===== config.mk =====
export PLATFORM = sky130hd
export DESIGN_NAME = accel_sample_sequencer
export DESIGN_NICKNAME = d
export VERILOG_FILES = /design/src/rtl/accel_sample_sequencer.sv
export SDC_FILE = /design/constraint.sdc
export NUM_CORES = 1
export LEC_CHECK = 0
export ABC_AREA = 1
export CORE_ASPECT_RATIO = 1.2
export CORE_MARGIN = 2
export CORE_UTILIZATION = 35
export CTS_CLUSTER_SIZE = 28
export DETAILED_ROUTE_END_ITERATION = 16
export PLACE_DENSITY = 0.55
export REMOVE_ABC_BUFFERS = 1
export SLEW_MARGIN = 20
export SYNTH_ARGS = -nofsm -noshare
export SYNTH_HDL_FRONTEND = slang
export SYNTH_SLANG_ARGS = --single-unit

===== constraint.sdc =====
create_clock -name clk_clk -period 4.1 [get_ports clk_clk]
set_input_delay 0.615 -clock clk_clk [delete_from_list [all_inputs] [get_ports clk_clk]]
set_output_delay 0.615 -clock clk_clk [all_outputs]
set_load 0.1 [all_outputs]

===== src/rtl/accel_sample_sequencer.sv =====
// Periodic accelerometer sampler: on each tick it reads six bytes (X/Y/Z lo/hi) over a
// shared byte-read bus and commits all three axes together, aborting a read that stalls.
module accel_sample_sequencer #(
  parameter int unsigned SAMPLE_DIV  = 500000,
  parameter int unsigned ACK_TIMEOUT = 1023,
  parameter logic [5:0]  BASE_ADDR   = 6'h32
) (
  input  logic        clk_clk,
  input  logic        reset_reset_n,
  input  logic        enable,
  output logic        rd_req,
  output logic [5:0]  rd_addr,
  input  logic        rd_ack,
  input  logic [7:0]  rd_data,
  output logic [15:0] accel_x,
  output logic [15:0] accel_y,
  output logic [15:0] accel_z,
  output logic        sample_valid,
  output logic        busy,
  output logic        timeout_err,
  output logic        overrun,
  output logic [7:0]  err_count
);

  typedef enum logic [2:0] {S_IDLE, S_REQ, S_WAIT_ACK, S_GAP, S_COMMIT} state_t;

  localparam logic [23:0] TICK_LAST = 24'(SAMPLE_DIV - 1);
  localparam logic [15:0] TO_LAST   = 16'(ACK_TIMEOUT - 1);
  localparam logic [2:0]  LAST_IDX  = 3'd5;

  state_t           state;
  state_t           state_nxt;
  logic [23:0]      tick_cnt;
  logic             tick;
  logic [2:0]       idx;
  logic [15:0]      to_cnt;
  logic [5:0][7:0]  shadow;
  logic             in_req;
  logic             ack_hit;
  logic             to_hit;

  function automatic logic [7:0] sat_inc(input logic [7:0] v);
    return (v == 8'hFF) ? v : v + 8'd1;
  endfunction

  assign tick    = enable && (tick_cnt == TICK_LAST);
  assign in_req  = (state == S_REQ) || (state == S_WAIT_ACK);
  assign ack_hit = in_req && rd_ack;
  // An ack in the final allowed cycle still wins over the timeout.
  assign to_hit  = in_req && !rd_ack && (to_cnt == TO_LAST);

  always_ff @(posedge clk_clk) begin
    if (!reset_reset_n) state <= S_IDLE;
    else                state <= state_nxt;
  end

  always_comb begin
    state_nxt = state;
    case (state)
      S_IDLE:             if (tick) state_nxt = S_REQ;
      S_REQ, S_WAIT_ACK: begin
        if (rd_ack)      state_nxt = S_GAP;
        else if (to_hit) state_nxt = S_IDLE;
        else             state_nxt = S_WAIT_ACK;
      end
      S_GAP:              state_nxt = (idx == LAST_IDX) ? S_COMMIT : S_REQ;
      S_COMMIT:           state_nxt = S_IDLE;
      default:            state_nxt = S_IDLE;
    endcase
  end

  always_comb begin
    rd_req  = in_req;
    busy    = (state != S_IDLE);
    rd_addr = in_req ? BASE_ADDR + {3'b000, idx} : 6'd0;
  end

  always_ff @(posedge clk_clk) begin
    if (!reset_reset_n) begin
      tick_cnt     <= '0;
      idx          <= '0;
      to_cnt       <= '0;
      shadow       <= '0;
      accel_x      <= '0;
      accel_y      <= '0;
      accel_z      <= '0;
      sample_valid <= 1'b0;
      timeout_err  <= 1'b0;
      overrun      <= 1'b0;
      err_count    <= '0;
    end else begin
      tick_cnt <= (!enable || tick_cnt == TICK_LAST) ? 24'd0 : tick_cnt + 24'd1;

      if (state == S_IDLE && tick)                 idx <= '0;
      else if (state == S_GAP && idx != LAST_IDX)  idx <= idx + 3'd1;

      to_cnt <= in_req ? to_cnt + 16'd1 : 16'd0;

      if (ack_hit)     shadow[idx] <= rd_data;
      else if (to_hit) shadow      <= '0;

      // All three axes move in the same cycle so readers never see a torn sample.
      sample_valid <= (state == S_COMMIT);
      if (state == S_COMMIT) begin
        accel_x <= {shadow[1], shadow[0]};
        accel_y <= {shadow[3], shadow[2]};
        accel_z <= {shadow[5], shadow[4]};
      end

      if (to_hit) err_count <= sat_inc(err_count);

      if (!enable)     timeout_err <= 1'b0;
      else if (to_hit) timeout_err <= 1'b1;

      if (!enable)            overrun <= 1'b0;
      else if (tick && busy)  overrun <= 1'b1;
    end
  end

endmodule


* After elaboration in Yosys (flattened, before gate mapping)
Cells that the tools add are included.
Storage, ports and cells: flip-flop bits (word level) 153, bits of input ports 12, output and inout bits 67, word-level logic and storage cells 68
Operators by class: add/sub/neg operators 5, order comparisons 2, equal/unequal tests 10, multiplexer cells 11, bitwise operators 2, reductions and logical operators 21
Operator list (count):
- 48-bit two-way mux | 2
- 48-bit bitwise mux | 1
- 24-bit by 1-bit adder with 24-bit output (second input constant) | 1
- 8-bit demux with 3-bit select | 1
- 24-bit by 19-bit == test with 1-bit output (second input constant) | 1
- 16-bit by 1-bit adder with 16-bit output (second input constant) | 1
- 16-bit by 10-bit == test with 1-bit output (second input constant) | 1
- 3-bit one-hot mux with 3 select lines | 1
- 8-bit by 1-bit adder with 8-bit output (second input constant) | 1
- 8-bit == test (second input constant) | 1
- 1-bit logical AND | 8
- 8-bit two-way mux | 1
- 5-bit by 4-bit adder with 6-bit output (first input constant) | 1
- 3-bit by 2-bit == test with 1-bit output (second input constant) | 2
- 3-bit == test (second input constant) | 2
- 3-bit two-way mux | 2
- 6-bit two-way mux | 1
- 2-bit AND reduction | 3
- 2-bit OR reduction | 3
- 3-bit by 4-bit less-than comparator with 1-bit output (second input constant) | 1
- 2-bit two-way mux | 2
- 3-bit by 1-bit adder with 3-bit output (second input constant) | 1
- 3-bit by 1-bit == test with 1-bit output (second input constant) | 1
- 3-bit by 1-bit greater-or-equal comparator with 1-bit output (second input constant) | 1
- 8 further kinds | 11

* Logic depth before layout (Yosys ltp)
Gate-level depths: netlist of run 1.
word-level depth 7, mapped depth 10

* Least setup slack after synthesis of run 1
OpenSTA, ideal clock, no wires.
path kind reg2out, start point reg idx[1], end point out rd_addr[2], arrival time 2.033 ns, slack 1.452 ns, stages on the path, launching flop included 5, path buffers 0, cell sequence dfxtp_1 inv_1 ha_1 inv_1 nor2_1
On the way: cells in the longest elaborated chain, start to end 2
Ends and longest elaborated chain:
- from (decl) | RTL line 35 | logic [2:0] idx;
- from (signal assigned) | RTL line 95 | else if (state == S_GAP && idx != LAST_IDX) idx <= idx + 3'd1;
- 5-bit by 4-bit adder with 6-bit output | RTL line 75 | rd_addr = in_req ? BASE_ADDR + {3'b000, idx} : 6'd0;
- 6-bit two-way mux | RTL line 75
- to (decl) | RTL line 12 | output logic [5:0] rd_addr,
Every way passes these cells.

* Final worst setup path of run 1
start point reg state[1], end point out rd_addr[5]
On the way: cells in the longest elaborated chain, start to end 3
Ends and longest elaborated chain:
- from (decl) | RTL line 31 | state_t state;
- from (signal assigned) | RTL line 54 | else state <= state_nxt;
- 3-bit by 1-bit == test with 1-bit output / 3-bit by 2-bit == test with 1-bit output (equally long branches) | RTL line 47 | assign in_req = (state == S_REQ) || (state == S_WAIT_ACK);
- 1-bit logical OR (*) | RTL line 47
- 6-bit two-way mux (*) | RTL line 75
Mark *: on every way between the ends. The rest lies on a longest branch, timed or not.

==> impl_metrics.json, run 1 <==
{
  "outcome": "finished, final reports clean",
  "ctsHoldBuffers": 0,
  "fin_crit_ns": 3.21,
  "crit_path_max_fanout": 13,
  "cts.repair.resized": 0,
  "seqPwrFrac": 0.440,
  "ys_types": 37,
  "wl_met2_um": 7280,
  "initial_core_util": 0.355,
  "yosys_register_bits": 153,
  "power_uw": 3410,
  "cts_buffer_depth": 2,
  "clk_pin_slew_worst_paths_ns": 0.06,
  "p_per_area_nw_per_um2": 416,
  "tightest_slew_ns": 1.01,
  "rsz0062_at_grt": "false",
  "finalSetupViolations": 0,
  "crit_required_ns": 3.48,
  "grt_pass1_vias": 5250,
  "combPwrFrac": 0.050,
  "grt_pass1_wl_um": 26400,
  "syn_area_per_cell_um2": 7.60,
  "critPathArrivalTime_ns": 2.60,
  "wl_met1_um": 8060,
  "slew_headroom": 0.326,
  "slowest_delay_ns": 1.24,
  "path_cells": "nand2_1, nand2_2, nor2_4, clkdlybuf4s50_1",
  "leakagePower_uw": 0.00304,
  "io_buffers": 78,
  "p_switching_uw": 765,
  "skew_ns": 0.0117,
  "dieArea_um2": 20100,
  "drt_first_iter_violations": 439,
  "critPathBufInv": 1,
  "clockRootBuffer": "clkbuf_16",
  "diodes": 0,
  "clock_latency_ns": 0.43,
  "postCtsSetupBuffers": 0,
  "core-area_um2": 18700,
  "endpoint_kind": "primary output",
  "wire_per_inst_um": 13.4,
  "drc": 0,
  "drv_cap": 0,
  "htreeDepth": 4,
  "grt_usage": 0.165,
  "cts_buffers": 17,
  "start_kind": "flip-flop",
  "top_layer_used": "met4",
  "cts_tree": "yes",
  "slew_violations": 0,
  "dr_wl_met3_um": 605,
  "cp_top_family": "buffers and inverters",
  "ir_worst_vdd_v": 0.000296,
  "die_w_um": 130,
  "clockPowerShare": 0.510,
  "final_util": 0.438,
  "ioPinCount": 79,
  "num-fill-cells": 1958,
  "power.internal_uw": 2640,
  "cts_num_sinks": 153,
  "area_growth_pct": 23.1,
  "via_per_inst": 4.74,
  "layout.nets": 964,
  "gp_congestion": 0.818,
  "hold_class": "reg -> reg",
  "drive_above_1_share": 0.0921,
  "switching_share": 0.224,
  "yosys_warnings": 0,
  "grt_max_degree": 51,
  "synthCells": 875,
  "crit_type": "reg -> out",
  "whs_ns": 0.441,
  "die_h_um": 155,
  "wl_um": 16200,
  "slowest_stage": "clkdlybuf4s50_1",
  "antenna_left": 0,
  "num_vias": 5736,
  "hold_viol_final": 0,
  "fmax_mhz": 311,
  "grt-ovfl-total": 0,
  "antenna_found_initial": 0,
  "first_pass_iters": 5,
  "period_share": 0.783,
  "rows": 55,
  "dp_hpwl_um": 10900,
  "syn_area_um2": 6650,
  "ys_seq_area_frac": 0.460
}
-- stage by stage --
stage               TNS [ns]  instances  instance area [um2]  setup WS, ns
floorplan             -0.293        841                 6420       -0.0732
global placement           0       1179                 7540          1.32
detailed placement         0       1179                 7540          1.33
CTS                        0       1211                 8190         0.864
global route               0       1211                 8190         0.766
finish                     0       1211                 8190         0.890
-- per-layer routing --
metal,vias up,GRT usage
met5,-,0
li1,2964,-
met1,2642,0.226
met4,0,0.0573
met2,111,0.257
met3,19,0.0365
-- registers in the layout, summed over array words and instances (netlist names) --
register	flops
accel_x	16
accel_y	16
accel_z	16
err_count	8
idx	3
overrun	1
sample_valid	1
shadow	48
state	3
tick_cnt	24
timeout_err	1
to_cnt	16
-- power by group through the flow --
stage	registers, uW	logic, uW	clock network (uW)
5_1_grt	1500	182	1830
3_5_place_dp	1530	173	0
4_1_cts	1500	174	1770
3_3_place_gp	1530	174	0
2_1_floorplan	1530	110	0
6_report	1500	172	1740
-- final cells by class --
| type | instances | area, um2 | area share |
|---|---|---|---|
| clock buffers | 21 | 460 | 0.0562 |
| well taps | 256 | 320 | 0.0391 |
| inverters | 67 | 270 | 0.0330 |
| repair buffers | 82 | 801 | 0.0978 |
| clock inverters | 11 | 193 | 0.0235 |
| multi-input cells | 621 | 3080 | 0.376 |
| flip-flops and latches | 153 | 3060 | 0.374 |
-- synthesized netlist by cell type --
cell type	n	area [um2]
nor2_1	172	646
dfxtp_1	153	3060
nand2_1	153	574
nand3_1	79	395
a21oi_1	67	335
inv_1	55	206
o21ai_0	54	270
clkbuf_1	14	52.6
nor3_1	14	70.1
xor2_1	12	105
a21oi_2	11	96.3
ha_1	10	125
buf_6	9	101
nand4_1	8	50.1
inv_2	6	22.5
nand4_4	6	128
nor2_2	6	37.5
xnor2_1	6	52.6
buf_4	4	30.0
nand3b_1	4	30.0
clkinv_2	3	15.0
clkinv_4	3	26.3
nand2_2	3	18.8
nor2_4	3	33.8
buf_1	2	7.51
buf_2	2	10.0
clkbuf_4	2	15.0
nand3_2	2	20.0
o21ai_1	2	10.0
or2_0	2	12.5
or2_2	2	12.5
buf_12	1	20.0
nand2_4	1	11.3
nand4_2	1	12.5
nor2_8	1	20.0
nor3_2	1	10.0
nor4_1	1	6.26
-- kinds of logic after synthesis --
group / share of synthesized area
simple gates: 0.314
xor+xnor: 0.0237
compound gates: 0.107
fa+ha+maj: 0.0188
flops: 0.460
buf+inv: 0.0762
-- cell usage in the layout (no fill, tap or decap), types with 3 or more instances in the layout --
master and count:
nor2_1 172, nand2_1 153, dfxtp_1 153, nand3_1 79
clkdlybuf4s50_1 74, a21oi_1 67, inv_1 54, o21ai_0 54
clkbuf_16 17, nor3_1 14, xor2_1 12, a21oi_2 11
ha_1 10, nand4_1 8, buf_4 8, inv_2 7
nor2_2 6, xnor2_1 6, nand4_4 6, clkinv_2 5
bufinv_16 5, clkinv_4 4, nand3b_1 4, nand2_2 3
nor2_4 3
-- worst paths after layout --
check        slack, ns  cells after the start    endpoint      from
max               0.89                      4  rd_addr[5]  state[1]
min reg2reg       0.44                      1    state[2]  state[2]
min               0.44                      1    state[2]  state[2]
max reg2reg       1.75                      8  shadow[42]  state[1]
Power figures use the tool's default switching activity.
==> inputs of run 2 (changes only) <==
Settings changed: PLACE_DENSITY 0.55 to 0.57.
Clock period 4.1 ns to 2.8 ns, I/O delays scaled along.
==> run 2 against run 1 <==
- cell area down 1.8%
- sequential power up 46%
- cell count up 0.25%
- non-clock buffer count up 4
- critical path type unchanged
- via count down 0.89%
- hold slack better by 0.0051 ns
==> impl_metrics.json, run 2 (synthesized netlist as in run 1, its figures left out) <==
{
  "outcome": "finished, final reports clean",
  "drive_above_1_share": 0.161,
  "tightest_slew_ns": 0.852,
  "diodes": 0,
  "grt_pass1_vias": 5292,
  "crit_type": "reg -> out",
  "top_register": "shadow",
  "initial_core_util": 0.355,
  "die_w_um": 130,
  "rsz0062_at_grt": "false",
  "hold_class": "reg -> reg",
  "cts_buffers": 17,
  "clockRootBuffer": "clkbuf_16",
  "wire_per_inst_um": 13.3,
  "crit_path_max_fanout": 8,
  "top_regs": "shadow: 48 flops, tick_cnt: 24 flops",
  "final_common_cell": "nor2_1",
  "power.internal_uw": 3580,
  "num_vias": 5685,
  "hold_viol_final": 0,
  "num-fill-cells": 1965,
  "core-area_um2": 18700,
  "drt_first_iter_violations": 473,
  "via_per_inst": 4.68,
  "place_area_um2": 7470,
  "cts_tree": "yes",
  "p_per_area_nw_per_um2": 586,
  "clk_pin_slew_worst_paths_ns": 0.06,
  "htreeDepth": 4,
  "largest_reg_flops": 48,
  "fin_crit_ns": 2.23,
  "setup-tns-final_ns": 0,
  "seqPwrFrac": 0.466,
  "whs_ns": 0.446,
  "ioPinCount": 79,
  "clock_latency_ns": 0.43,
  "combPwrFrac": 0.056,
  "drv_cap": 0,
  "grt_usage": 0.163,
  "die_h_um": 155,
  "antenna_left": 0,
  "dp_hpwl_um": 10700,
  "grt_max_degree": 51,
  "cts_num_sinks": 153,
  "drc": 0,
  "final_area_um2": 8040,
  "antenna_found_initial": 0,
  "slew_headroom": 0.431,
  "slew_violations": 0,
  "io_buffers": 78,
  "cts_buffer_depth": 2,
  "grt-ovfl-total": 0,
  "switching_share": 0.240,
  "rows": 55,
  "finalSetupViolations": 0,
  "skew_ns": 0.0103,
  "endpoint_kind": "primary output",
  "power_uw": 4710,
  "p_switching_uw": 1130,
  "grt_pass1_wl_um": 26100,
  "final_cell_mix": "nor2_1 (172), nand2_1 (153), dfxtp_1 (153)",
  "layout.nets": 968,
  "dieArea_um2": 20100,
  "first_pass_iters": 4,
  "crit_required_ns": 2.38,
  "area_growth_pct": 20.9,
  "cts.repair.resized": 0,
  "postCtsSetupBuffers": 0,
  "wl_um": 16200,
  "critPathArrivalTime_ns": 1.81,
  "fmax_mhz": 448,
  "ir_worst_vdd_v": 0.000437,
  "leakagePower_uw": 0.00316,
  "period_share": 0.798,
  "clockPowerShare": 0.478,
  "ctsHoldBuffers": 0,
  "gp_congestion": 0.844,
  "start_kind": "flip-flop",
  "multiInputGateArea_um2": 3080,
  "regArea_um2": 3060
}
-- run 2: cell types whose count changed in the layout (fill, tap and decap cells not counted), sizes merged --
| cell | previous run | this run |
|---|---|---|
| buf | 8 | 75 |
| bufinv | 5 | 2 |
| clkbuf | 21 | 20 |
| clkdlybuf4s50 | 74 | 11 |
| clkinvlp | 2 | 4 |
| inv | 62 | 63 |
-- run 2: power groups by stage --
stage                     combinational (uW)  clock [uW]  sequential [uW]
after floorplan                          161           0             2240
after global placement                   267           0             2240
after detailed placement                 266           0             2240
after CTS                                267        2290             2190
after global routing                     281        2380             2190
final                                    266        2250             2190
-- run 2: per-stage QoR --
step,util,worst slack [ns],instances
after floorplan,-,-1.18,841
after global placement,0.399,0.787,1183
after detailed placement,0.399,0.768,1183
after CTS,0.430,0.541,1214
after global routing,0.430,0.432,1214
final,0.430,0.567,1214
-- run 2: path summary, 6_finish.rpt --
| check | start | endpoint | slack, ns | depth (start not counted) |
|---|---|---|---|---|
| setup reg to reg | to_cnt[0] | shadow[29] | 1.00 | 10 |
| setup / recovery | state[1] | rd_addr[0] | 0.57 | 6 |
| hold reg to reg | state[2] | state[2] | 0.45 | 1 |
| hold / removal | state[2] | state[2] | 0.45 | 1 |
-- run 2: per-layer routing --
metal / share of wire / vias to the layer above / track usage
met4: 0.016 / 0 / 0.0512
met1: 0.48 / 2571 / 0.216
met2: 0.46 / 101 / 0.262
li1: - / 2991 / -
met3: 0.037 / 22 / 0.0389
met5: 0 / - / 0
-- run 2: final cells by class --
class	instances	area share
Clock buffer	20	0.0555
Sequential cell	153	0.381
Timing Repair Buffer	86	0.0915
Inverter	67	0.0336
Clock inverter	11	0.0152
Multi-Input combinational cell	621	0.383
Tap cell	256	0.0398
-- run 2: critical path, stage by stage (launching register included) --
cell	delay (ns)
dfxtp_1	0.34
nand2_1	0.11
nand2_2	0.07
nor2_4	0.25
inv_2	0.11
nor2_1	0.30
buf_12	0.22
==> inputs of run 3 (changes only) <==
Clock period 2.8 ns to 1.98 ns, I/O delays scaled along.
==> run 3 against run 2 <==
- hold slack improved by 0.0061 ns
- register-to-register slack got worse by 0.74 ns
- worst setup slack got worse by 0.49 ns
- cell count rose by 0.33%
- count of clock-buffer cells in the layout rose by 1
- largest cell class unchanged
- cell area rose by 1.8%
- global-route usage fell by 0.091 points
- critical path depth fell by 1
- via count rose by 0.86%
- die area did not move
- combinational power rose by 59%
- clock skew fell by 0.0012 ns
==> impl_metrics.json, run 3 (synthesized netlist as in run 1, its figures left out) <==
{
  "outcome": "finished, final reports clean",
  "rows": 55,
  "grt_usage": 0.162,
  "wire_per_inst_um": 13.2,
  "final_common_cell": "nor2_1",
  "power.internal_uw": 5360,
  "slew_violations": 0,
  "ioPinCount": 79,
  "hold_viol_final": 0,
  "via_per_inst": 4.71,
  "period_share": 0.963,
  "drt_first_iter_violations": 419,
  "slew_headroom": 0.419,
  "crit_required_ns": 1.68,
  "area_growth_pct": 23.1,
  "dieArea_um2": 20100,
  "regToRegStartpoint": "tick_cnt[0]",
  "initial_core_util": 0.355,
  "fin_crit_ns": 1.91,
  "crit_type": "reg -> out",
  "p_switching_uw": 1600,
  "dp_cells": 1186,
  "die_w_um": 130,
  "grt-ovfl-total": 0,
  "power_uw": 6970,
  "combPwrFrac": 0.061,
  "clock_latency_ns": 0.43,
  "final_cells": 1218,
  "wl_um": 16000,
  "drv_cap": 0,
  "critPathArrivalTime_ns": 1.61,
  "start_kind": "flip-flop",
  "drc": 0,
  "switching_share": 0.230,
  "largest_reg_flops": 48,
  "io_buffers": 78,
  "grt_pass1_wl_um": 26100,
  "top_regs": "shadow: 48 flops, tick_cnt: 24 flops",
  "dp_hpwl_um": 10800,
  "first_pass_iters": 4,
  "top_register": "shadow",
  "hold_class": "reg -> reg",
  "ctsHoldBuffers": 0,
  "grt_max_degree": 57,
  "num_vias": 5734,
  "clk_pin_slew_worst_paths_ns": 0.06,
  "gp_congestion": 0.861,
  "antenna_found_initial": 0,
  "core-area_um2": 18700,
  "postCtsSetupBuffers": 0,
  "crit_path_max_fanout": 6,
  "p_per_area_nw_per_um2": 851,
  "finalSetupViolations": 0,
  "skew_ns": 0.00911,
  "diodes": 0,
  "antenna_left": 0,
  "clockPowerShare": 0.494,
  "cts_buffer_depth": 2,
  "die_h_um": 155,
  "rsz0062_at_grt": "false",
  "min-delay-start": "state[2]",
  "htreeDepth": 4,
  "cts_tree": "yes",
  "grt_pass1_vias": 5237,
  "cts_num_sinks": 153,
  "ir_worst_vdd_v": 0.000634,
  "final_cell_mix": "nor2_1 (169), nand2_1 (153), dfxtp_1 (151)",
  "drive_above_1_share": 0.168,
  "endpoint_kind": "primary output",
  "cts_buffers": 17,
  "whs_ns": 0.452,
  "fmax_mhz": 524,
  "layout.nets": 971,
  "worstSetupStartpoint": "idx[1]",
  "clockRootBuffer": "clkbuf_16",
  "tightest_slew_ns": 0.870,
  "seqPwrFrac": 0.446,
  "leakagePower_uw": 0.00322
}
-- run 3: cell types whose count changed in the layout (fill, tap and decap cells not counted), moves of 2 or more --
cell       before  now
buf_12          5   10
buf_4          70   68
bufinv_16       2    4
dfxtp_1       153  151
dfxtp_2         0    2
nor2_1        172  169
nor2_2          6    9
-- run 3: metrics by stage --
step	setup slack [ns]	util	TNS [ns]	cell area, um2
after detailed placement	0.198	0.404	0	7560
after global placement	0.232	0.404	0	7560
after CTS	0.0462	0.437	0	8180
after global routing	0.000414	0.437	0	8190
after floorplan	-1.88	-	-100.65	6420
final	0.0727	0.437	0	8190
-- run 3: what timing repair did --
item                                    4_1_cts  5_1_grt
cloned                                        0        0
endpoints found under the setup margin        1        3
gates resized for setup                       2        3
endpoints found under the hold margin         0        0
-- run 3: path summary, 6_finish.rpt --
path	to	cells past startpoint	slack, ns
setup reg to reg	tick_cnt[10]	8	0.26
hold reg to reg	state[2]	1	0.45
setup / recovery	rd_addr[2]	5	0.07
hold / removal	state[2]	1	0.45
-- run 3: cell type report --
cell class / count / area, um2
clock buffer: 21 / 450
clock inverter: 11 / 170
fill: 1954 / 10500
inverter: 67 / 270
multi-input combinational: 621 / 3090
sequential: 153 / 3070
tap: 256 / 320
timing repair buffer: 89 / 821
-- run 3: power groups by stage --
stage               Clock, uW  Combinational, uW  Sequential, uW
global placement            0                423            3170
detailed placement          0                422            3170
global route             3630                446            3100
finish                   3440                424            3100
CTS                      3490                424            3100
floorplan                   0                228            3170
-- run 3: critical path: stages, from the launching register on --
cell and delay (ns):
dfxtp_2 0.39, inv_1 0.09, ha_1 0.28, inv_1 0.04, nor2_2 0.18, buf_12 0.20
-- run 3: layer usage --
layer  vias to the layer above  wire length [um]  track usage
met5                         -                 0            0
met4                         0               238       0.0507
met3                        22               663       0.0385
met2                       107              7250        0.258
met1                      2627              7880        0.218
li1                       2978                 -            -
